## config.mk

```make
export PLATFORM = sky130hd
export DESIGN_NAME = sha256_padder_flat
export DESIGN_NICKNAME = d
export VERILOG_FILES = /design/src/rtl/sha256_padder_if.sv /design/src/rtl/sha256_padder.sv /design/src/flat_wrapper.sv
export SDC_FILE = /design/constraint.sdc
export NUM_CORES = 1
export LEC_CHECK = 0
export BUFFER_PORTS_ARGS = -buffer_cell sky130_fd_sc_hd__buf_2
export CAP_MARGIN = 40
export CORE_MARGIN = 3
export CORE_UTILIZATION = 55
export DETAILED_ROUTE_END_ITERATION = 6
export GPL_TIMING_DRIVEN = 0
export PLACE_DENSITY_LB_ADDON = 0.1
export SYNTH_ARGS = -nofsm -noshare
export SYNTH_HDL_FRONTEND = slang
export SYNTH_SLANG_ARGS = --single-unit
export TNS_END_PERCENT = 1
```

## constraint.sdc

```tcl
create_clock -name iClk -period 3.71 [get_ports iClk]
set_input_delay 0.1855 -clock iClk [delete_from_list [all_inputs] [get_ports iClk]]
set_output_delay 0.1855 -clock iClk [all_outputs]
set_load 0.1 [all_outputs]
```

## src/rtl/sha256_padder_if.sv

```systemverilog
// Message-word and padded-block handshake bundle for sha256_padder.
// The padder is the slave; the producer/consumer side is the master.
interface sha256_padder_if;
    logic         iMsgValid;
    logic         oMsgReady;
    logic [31:0]  iMsgData;
    logic         iMsgLast;
    logic [2:0]   iMsgBytes;
    logic [511:0] oBlock;
    logic         oBlockValid;
    logic         iBlockReady;
    logic         oLastBlock;

    modport master (
        output iMsgValid, iMsgData, iMsgLast, iMsgBytes, iBlockReady,
        input  oMsgReady, oBlock, oBlockValid, oLastBlock
    );

    modport slave (
        input  iMsgValid, iMsgData, iMsgLast, iMsgBytes, iBlockReady,
        output oMsgReady, oBlock, oBlockValid, oLastBlock
    );
endinterface

```

## src/rtl/sha256_padder.sv

```systemverilog
// SHA-256 message padder: packs big-endian words into 512-bit blocks,
// appends the 0x80 marker, zero fill and 64-bit bit length.
module sha256_padder (
    input logic            iClk,
    input logic            iReset_n,
    sha256_padder_if.slave bus
);
    typedef enum logic [1:0] {S_FILL, S_OUT, S_EXTRA} state_t;

    state_t             state_q, state_d;
    logic [0:15][31:0]  buf_q, buf_d;
    logic [63:0]        len_q, len_d;
    logic [3:0]         widx_q, widx_d;
    logic               last_q, last_d;
    logic               extra_q, extra_d;
    logic               pend_q, pend_d;

    logic [2:0]         nbytes;
    logic [63:0]        len_new;
    logic [31:0]        mask;
    logic [31:0]        marker;
    logic [6:0]         pos;

    // Ready is forced low while reset is held, high in FILL otherwise.
    assign bus.oMsgReady   = iReset_n && (state_q == S_FILL);
    assign bus.oBlockValid = (state_q == S_OUT);
    assign bus.oLastBlock  = (state_q == S_OUT) && last_q;
    assign bus.oBlock      = (state_q == S_OUT) ? buf_q : '0;

    // State and datapath registers.
    always_ff @(posedge iClk or negedge iReset_n) begin
        if (!iReset_n) begin
            state_q <= S_FILL;
            buf_q   <= '0;
            len_q   <= '0;
            widx_q  <= '0;
            last_q  <= 1'b0;
            extra_q <= 1'b0;
            pend_q  <= 1'b0;
        end else begin
            state_q <= state_d;
            buf_q   <= buf_d;
            len_q   <= len_d;
            widx_q  <= widx_d;
            last_q  <= last_d;
            extra_q <= extra_d;
            pend_q  <= pend_d;
        end
    end

    // Next-state: word packing, final-word padding, length-only block.
    always_comb begin
        state_d = state_q;
        buf_d   = buf_q;
        len_d   = len_q;
        widx_d  = widx_q;
        last_d  = last_q;
        extra_d = extra_q;
        pend_d  = pend_q;

        nbytes  = bus.iMsgLast ? bus.iMsgBytes : 3'd4;
        len_new = len_q + {58'd0, nbytes, 3'b000};
        pos     = {1'b0, widx_q, 2'b00} + {4'd0, nbytes};

        case (nbytes)
            3'd0:    mask = 32'h0000_0000;
            3'd1:    mask = 32'hFF00_0000;
            3'd2:    mask = 32'hFFFF_0000;
            3'd3:    mask = 32'hFFFF_FF00;
            default: mask = 32'hFFFF_FFFF;
        endcase
        marker = (nbytes < 3'd4) ? (32'h8000_0000 >> {nbytes, 3'b000})
                                 : 32'h0;

        case (state_q)
            S_FILL: begin
                if (bus.iMsgValid) begin
                    len_d = len_new;
                    if (!bus.iMsgLast) begin
                        buf_d[widx_q] = bus.iMsgData;
                        if (widx_q == 4'd15) begin
                            widx_d  = 4'd0;
                            last_d  = 1'b0;
                            extra_d = 1'b0;
                            state_d = S_OUT;
                        end else begin
                            widx_d = widx_q + 4'd1;
                        end
                    end else begin
                        buf_d[widx_q] = (bus.iMsgData & mask) | marker;
                        for (int j = 0; j < 16; j++) begin
                            if (4'(j) > widx_q) begin
                                if (4'(j) == widx_q + 4'd1 && nbytes == 3'd4)
                                    buf_d[j] = 32'h8000_0000;
                                else
                                    buf_d[j] = 32'h0;
                            end
                        end
                        if (pos <= 7'd55) begin
                            buf_d[14] = len_new[63:32];
                            buf_d[15] = len_new[31:0];
                            last_d    = 1'b1;
                            extra_d   = 1'b0;
                        end else begin
                            last_d  = 1'b0;
                            extra_d = 1'b1;
                            pend_d  = (nbytes == 3'd4) && (widx_q == 4'd15);
                        end
                        widx_d  = 4'd0;
                        state_d = S_OUT;
                    end
                end
            end
            S_OUT: begin
                if (bus.iBlockReady) begin
                    if (last_q) begin
                        state_d = S_FILL;
                        len_d   = '0;
                        widx_d  = '0;
                        last_d  = 1'b0;
                        extra_d = 1'b0;
                        pend_d  = 1'b0;
                    end else if (extra_q) begin
                        state_d = S_EXTRA;
                    end else begin
                        state_d = S_FILL;
                    end
                end
            end
            S_EXTRA: begin
                for (int j = 0; j < 14; j++) buf_d[j] = 32'h0;
                if (pend_q) buf_d[0] = 32'h8000_0000;
                buf_d[14] = len_q[63:32];
                buf_d[15] = len_q[31:0];
                last_d    = 1'b1;
                extra_d   = 1'b0;
                state_d   = S_OUT;
            end
            default: state_d = S_FILL;
        endcase
    end
endmodule

```

## src/flat_wrapper.sv

```systemverilog
// flat-port wrapper written by rule: the top's interface ports become plain ports
module sha256_padder_flat 
  (iClk, iReset_n, bus_iMsgValid, bus_iMsgData, bus_iMsgLast, bus_iMsgBytes, bus_iBlockReady, bus_oMsgReady, bus_oBlock, bus_oBlockValid, bus_oLastBlock);
  sha256_padder_if bus_i ();
  input logic iClk;
  input logic iReset_n;
  input wire logic [$bits(bus_i.iMsgValid)-1:0] bus_iMsgValid;
  input wire logic [$bits(bus_i.iMsgData)-1:0] bus_iMsgData;
  input wire logic [$bits(bus_i.iMsgLast)-1:0] bus_iMsgLast;
  input wire logic [$bits(bus_i.iMsgBytes)-1:0] bus_iMsgBytes;
  input wire logic [$bits(bus_i.iBlockReady)-1:0] bus_iBlockReady;
  output wire logic [$bits(bus_i.oMsgReady)-1:0] bus_oMsgReady;
  output wire logic [$bits(bus_i.oBlock)-1:0] bus_oBlock;
  output wire logic [$bits(bus_i.oBlockValid)-1:0] bus_oBlockValid;
  output wire logic [$bits(bus_i.oLastBlock)-1:0] bus_oLastBlock;
  assign bus_i.iMsgValid = bus_iMsgValid;
  assign bus_i.iMsgData = bus_iMsgData;
  assign bus_i.iMsgLast = bus_iMsgLast;
  assign bus_i.iMsgBytes = bus_iMsgBytes;
  assign bus_i.iBlockReady = bus_iBlockReady;
  assign bus_oMsgReady = bus_i.oMsgReady;
  assign bus_oBlock = bus_i.oBlock;
  assign bus_oBlockValid = bus_i.oBlockValid;
  assign bus_oLastBlock = bus_i.oLastBlock;
  sha256_padder u_core (.iClk(iClk), .iReset_n(iReset_n), .bus(bus_i));
endmodule
```

After elaboration in Yosys (flattened, before gate mapping)
Index checks and enable logic that the tools add are counted.

storage, ports and cells
  register bits = 585
  output and inout port bits = 515

cells by class
  add/sub/neg operators = 3
  order comparisons = 20
  equal/unequal tests = 28
  shifts and indexed selects = 1
  muxes and demuxes = 78
  bitwise logic cells = 3
  reductions and logical operators = 32

operator list
  kind                                                          number
  2-to-1 mux 512 bit                                            3
  2-to-1 mux 32 bit                                             35
  bitwise mux 512 bit                                           2
  one-hot mux 512 bit (2 select lines)                          1
  2-to-1 mux 64 bit                                             4
  demux 32 bit (select 4 bit)                                   1
  one-hot mux 32 bit (4 select lines)                           1
  one-hot mux 64 bit (2 select lines)                           1
  adder 64 x 6 -> 64 bit                                        1
  AND 32 bit                                                    1
  equality test 4 bit, first input constant                     8
  greater-than comparator 4 bit, first input constant           8
  OR 32 bit                                                     1
  right shift 32 x 6 -> 32 bit, first input constant            1
  logical AND 1 bit                                             20
  2-to-1 mux 4 bit                                              5
  equality test 3 x 4 -> 1 bit, first input constant            4
  greater-than comparator 3 x 4 -> 1 bit, first input constant  4
  2-to-1 mux 1 bit                                              13
  2-to-1 mux 2 bit                                              6
  equality test 2 x 4 -> 1 bit, first input constant            2
  greater-than comparator 1 x 4 -> 1 bit, first input constant  2
  greater-than comparator 2 x 4 -> 1 bit, first input constant  2
  inequality test 2 bit, second input constant                  4
  other kinds (31)                                              35

Depth between registers and ports, before layout
  depth in word-level cells = 11
  gate-level depth with buffers = 14
  gate-level depth less buffers = 10

Least setup slack after synthesis
Ideal clock, no wire load.

  path type = input port to flip-flop
  start point = in bus_iMsgLast
  end point = reg u_core.buf_q[43] in the netlist's numbering
  setup time = 0.121 ns
  arrival = 3.189 ns
  required time = 3.589 ns
  slack = 0.400 ns
  stages = 13
  cell sequence = buf_2 buf_1 clkbuf_1 clkbuf_1 and2_1 ha_1 ha_1 a21oi_1 a211o_1 nor4_2 nand3_1 a311o_1 o22a_1

on the way
  longest elaborated chain between the ends = 11

ends and longest elaborated chain
  what                                                          line                 RTL
  start, declared                                               flat_wrapper.sv:9    input wire logic [$bits(bus_i.iMsgLast)-1:0] bus_iMsgLast;
  branches (longest 8 deep; another with adder 6 x 3 -> 7 bit)  -
  2-to-1 mux 512 bit *                                          sha256_padder.sv:79  if (!bus.iMsgLast) begin
  2-to-1 mux 512 bit *                                          sha256_padder.sv:77  if (bus.iMsgValid) begin
  one-hot mux 512 bit (2 select lines) *                        sha256_padder.sv:75  case (state_q)
  end signal, assigned                                          sha256_padder.sv:42  buf_q <= buf_d;
  end, declared                                                 sha256_padder.sv:11  logic [0:15][31:0] buf_q, buf_d;

Every way passes the cells marked *. The select of a mux whose other input is x is not followed.
A chain may end at the register's enable or synchronous reset.

Worst setup path after layout
  start point = reg u_core.state_q[0]
  end point = reg u_core.buf_q[26] in the netlist's numbering

on the way
  longest elaborated chain between the ends = 3

ends and longest elaborated chain
  what                                                                          line                 RTL
  start, declared                                                               sha256_padder.sv:10  state_t state_q, state_d;
  start signal, assigned                                                        sha256_padder.sv:41  state_q <= state_d;
  equality test 2 bit / logical NOT 2 bit (equally long branches)               sha256_padder.sv:75
  nonzero test 2 bit (no line) / inequality test 2 bit (equally long branches)  -
  AND reduction 2 bit (no line)                                                 -

Parallel ways exist; a longest one is shown, timed or not.

==> results_dict.tcl <==
set metrics [dict create \
    status "finished with violations" \
    violations "design-rule violations, negative setup slack" \
    clk_pin_slew_ns 0.07 \
    power.switching_mw 12.54 \
    pwr_density_cell_mw_per_mm2 696.2 \
    viasPerCell 6.534 \
    first_global_vias 29175 \
    die_h_um 237.2 \
    area_growth_syn_to_layout_pct 23.08 \
    min_period_over_period 1.104 \
    ys_types 80 \
    setup_viol 32 \
    clock_sinks 582 \
    vias 30977 \
    synth_edf_count 0 \
    drtIter0Drc 4092 \
    holdPathStages 3 \
    worstMarginPinSlew_ns 1.102 \
    startpoint "u_core.state_q[0]" \
    die_area_mm2 0.05627 \
    path_buf_inv 5 \
    synth.avg_cell_area_um2 8.878 \
    finalPower_mw 25.20 \
    p_int_mw 12.66 \
    gp_congestion 1.060 \
    antenna_left 0 \
    synth_cells 3312 \
    critPathLaunchType "flop" \
    final_cell_mix "582 x dfrtp_1, 571 x nand2_1, 535 x and2_1, 529 x buf_2, 468 x o21ai_0" \
    min_from "bus_iMsgData[25]" \
    synth.cell_area_mm2 0.02940 \
    reg2regPathDepth 9 \
    ys_warn_count 0 \
    chipWidth_um 237.2 \
    dpl.hpwl_um 103000 \
    clock-root-buffer "clkbuf_16" \
    num_rows 84 \
    initial_core_util 0.5573 \
    path_class "flop to flop" \
    synth_area_leaders "dfrtp_1 50%, and2_1 11%, o21ai_0 8.0%" \
    cp_num_cells 9 \
    crit_path_max_fanout 10 \
    stdcell_count 4741 \
    regToRegSetupSlack_ns -0.39 \
    cp_slowest_cell "clkdlybuf4s15_1" \
    power.leakage_nw 17.61 \
    antenna_found_initial 10 \
    synth_top_area_frac 0.4953 \
    tns_ns -2.730 \
    slew_viol_final 0 \
    grt_usage 0.4808 \
    finalHoldViolations 0 \
    grt_setup_unrepaired "yes" \
    clockBufferDepth 3 \
    grt_overflow_total 0 \
    peakVddDrop_mv 0.8508 \
    setup_ws_ns -0.3854 \
    ys.flop_type "dfrtp_1" \
    relSlewSlack 0.2653 \
    fmax_ghz 0.2442 \
    io_buffers 554 \
    yosysSeqAreaShare 0.4953 \
    nNetsFinal 4055 \
    drv_cap 0 \
    worstSkewPairLatency_ns 0.65 \
    h-tree-depth 2 \
    p_comb_frac 0.446 \
    synth_nets 3368 \
    arrival_ns 4.63 \
    drive_gt1_frac 0.1900 \
    rr_startpoint "u_core.state_q[0]" \
    crit_path_end_kind "flop" \
    core-area_mm2 0.05276 \
    switching_share 0.4975 \
    wl_um 138900 \
    worstPathRequired_ns 4.25 \
    finClkSkew_ns 0.02836 \
    dp_slack_ns -1.704 \
    seqPwrFrac 0.308 \
    fin_area_mm2 0.03619 \
    yosys.area.top_type "dfrtp_1" \
    crit_chain "inv_1 > ha_1 > buf_1 > clkdlybuf4s15_1 > clkbuf_2 > nor3_1 > a2111oi_1 > buf_2 > a21oi_1" \
    wl_per_cell_um 29.30 \
    route.detailed.drc 3 \
    cts_buffers 59 \
    dpl.cell_count 4601 \
    drt_pass1_iterations 7 \
    postCtsSetupRepairBufs 0 \
    cts_tree "done" \
    ios 555 \
    placed_area_mm2 0.03378 \
    final_common_cell "dfrtp_1" \
    clkPwrFrac 0.245 \
    synth-async-reset-ratio 1.000 \
    cpLargestDelayFamily "buffers and inverters" \
    grt_pass1_wl_um 197800 \
    ys_seq_elements 582 \
    grt_max_degree 124 \
    period_needed_ns 4.095 \
    min_path_type "input pin to flop" \
    max_stage_delay_ns 0.81 \
]
-- logic make-up after synthesis --
logic type | Yosys count | synth area share
AOI/OAI and AO/OA | 956 | 0.2014
and+or+nand+nor | 1412 | 0.2441
adders and majority gates | 16 | 0.006808
xor gates and xnor gates | 19 | 0.005659
muxes | 16 | 0.005659
DFF | 582 | 0.4953
buffers and inverters | 311 | 0.04110
-- worst register-to-register path, cell delays in order, from the launching register on --
cell	delay (ns)
dfrtp_1	0.41
inv_1	0.13
ha_1	0.25
buf_1	0.58
clkdlybuf4s15_1	0.82
clkbuf_2	0.56
nor3_1	0.13
a2111oi_1	0.79
buf_2	0.27
a21oi_1	0.07
-- cells in the mapped netlist, types with 22 or more instances --
library cell / instances
dfrtp_1: 582
nand2_1: 571
and2_1: 535
o21ai_0: 468
clkbuf_1: 255
a21oi_1: 92
nor2_1: 83
o31ai_1: 78
a22o_1: 60
a31oi_1: 60
nand3_1: 56
nor3_1: 34
nor4_1: 26
and3_1: 25
nand4_1: 24
o22ai_1: 23
inv_1: 22
-- layer usage --
| metal | wire length (µm) | vias up | GRT usage |
|---|---|---|---|
| met2 | 59380 | 2443 | 0.7168 |
| met3 | 17300 | 701 | 0.1297 |
| met1 | 48380 | 14932 | 0.5979 |
| li1 | - | 12895 | - |
| met5 | 40 | - | 0 |
| met4 | 13840 | 6 | 0.3737 |
-- power groups by stage --
| stage | logic, mW | clock network [mW] | registers [mW] |
|---|---|---|---|
| global route | 11.6 | 6.39 | 7.81 |
| finish | 11.2 | 6.18 | 7.77 |
| global placement | 10.6 | 0 | 7.82 |
| floorplan | 8.03 | 0 | 7.55 |
| CTS | 11.0 | 6.13 | 7.72 |
| detailed placement | 10.9 | 0 | 7.82 |
-- state kept, by name, indices dropped and copies added, names as in the netlist --
signal          flops
u_core.widx_q       4
u_core.buf_q      512
u_core.last_q       1
u_core.len_q       61
u_core.state_q      2
u_core.extra_q      1
u_core.pend_q       1
-- timing repair --
| item | 4_1_cts | 5_1_grt |
|---|---|---|
| setup endpoints to repair | 283 | 171 |
| hold buffers | 23 | 0 |
| pin swaps | 0 | 2 |
| hold endpoints to repair | 267 | 0 |
| cloned | 0 | 0 |
| gates resized for setup | 24 | 62 |
-- stage by stage --
step                hold slack [ns]  utilization
floorplan                   -0.1101            -
global route                0.02843       0.6857
global placement             0.4526       0.6262
detailed placement        -0.006553       0.6402
finish                      0.03372       0.6859
CTS                        0.004759       0.6826
-- layout make-up --
class	instances	area [µm²]
antenna	6	15.01
inverter	22	82.58
clock buffer	91	1737
timing repair buffer	626	3874
fill	4279	16570
sequential	582	14560
clock inverter	18	219.0
multi-input combinational	2419	13670
tap	688	860.8
buffer	289	1169
-- final timing paths --
| kind | end |
|---|---|
| min reg2reg | u_core.buf_q[326] |
| min | u_core.buf_q[57] |
| max in group asynchronous | u_core.len_q[38] |
| max reg2reg | u_core.buf_q[26] |
| min in group asynchronous | u_core.buf_q[210] |
| max | u_core.buf_q[26] |
(Power assumes the default switching activity.)
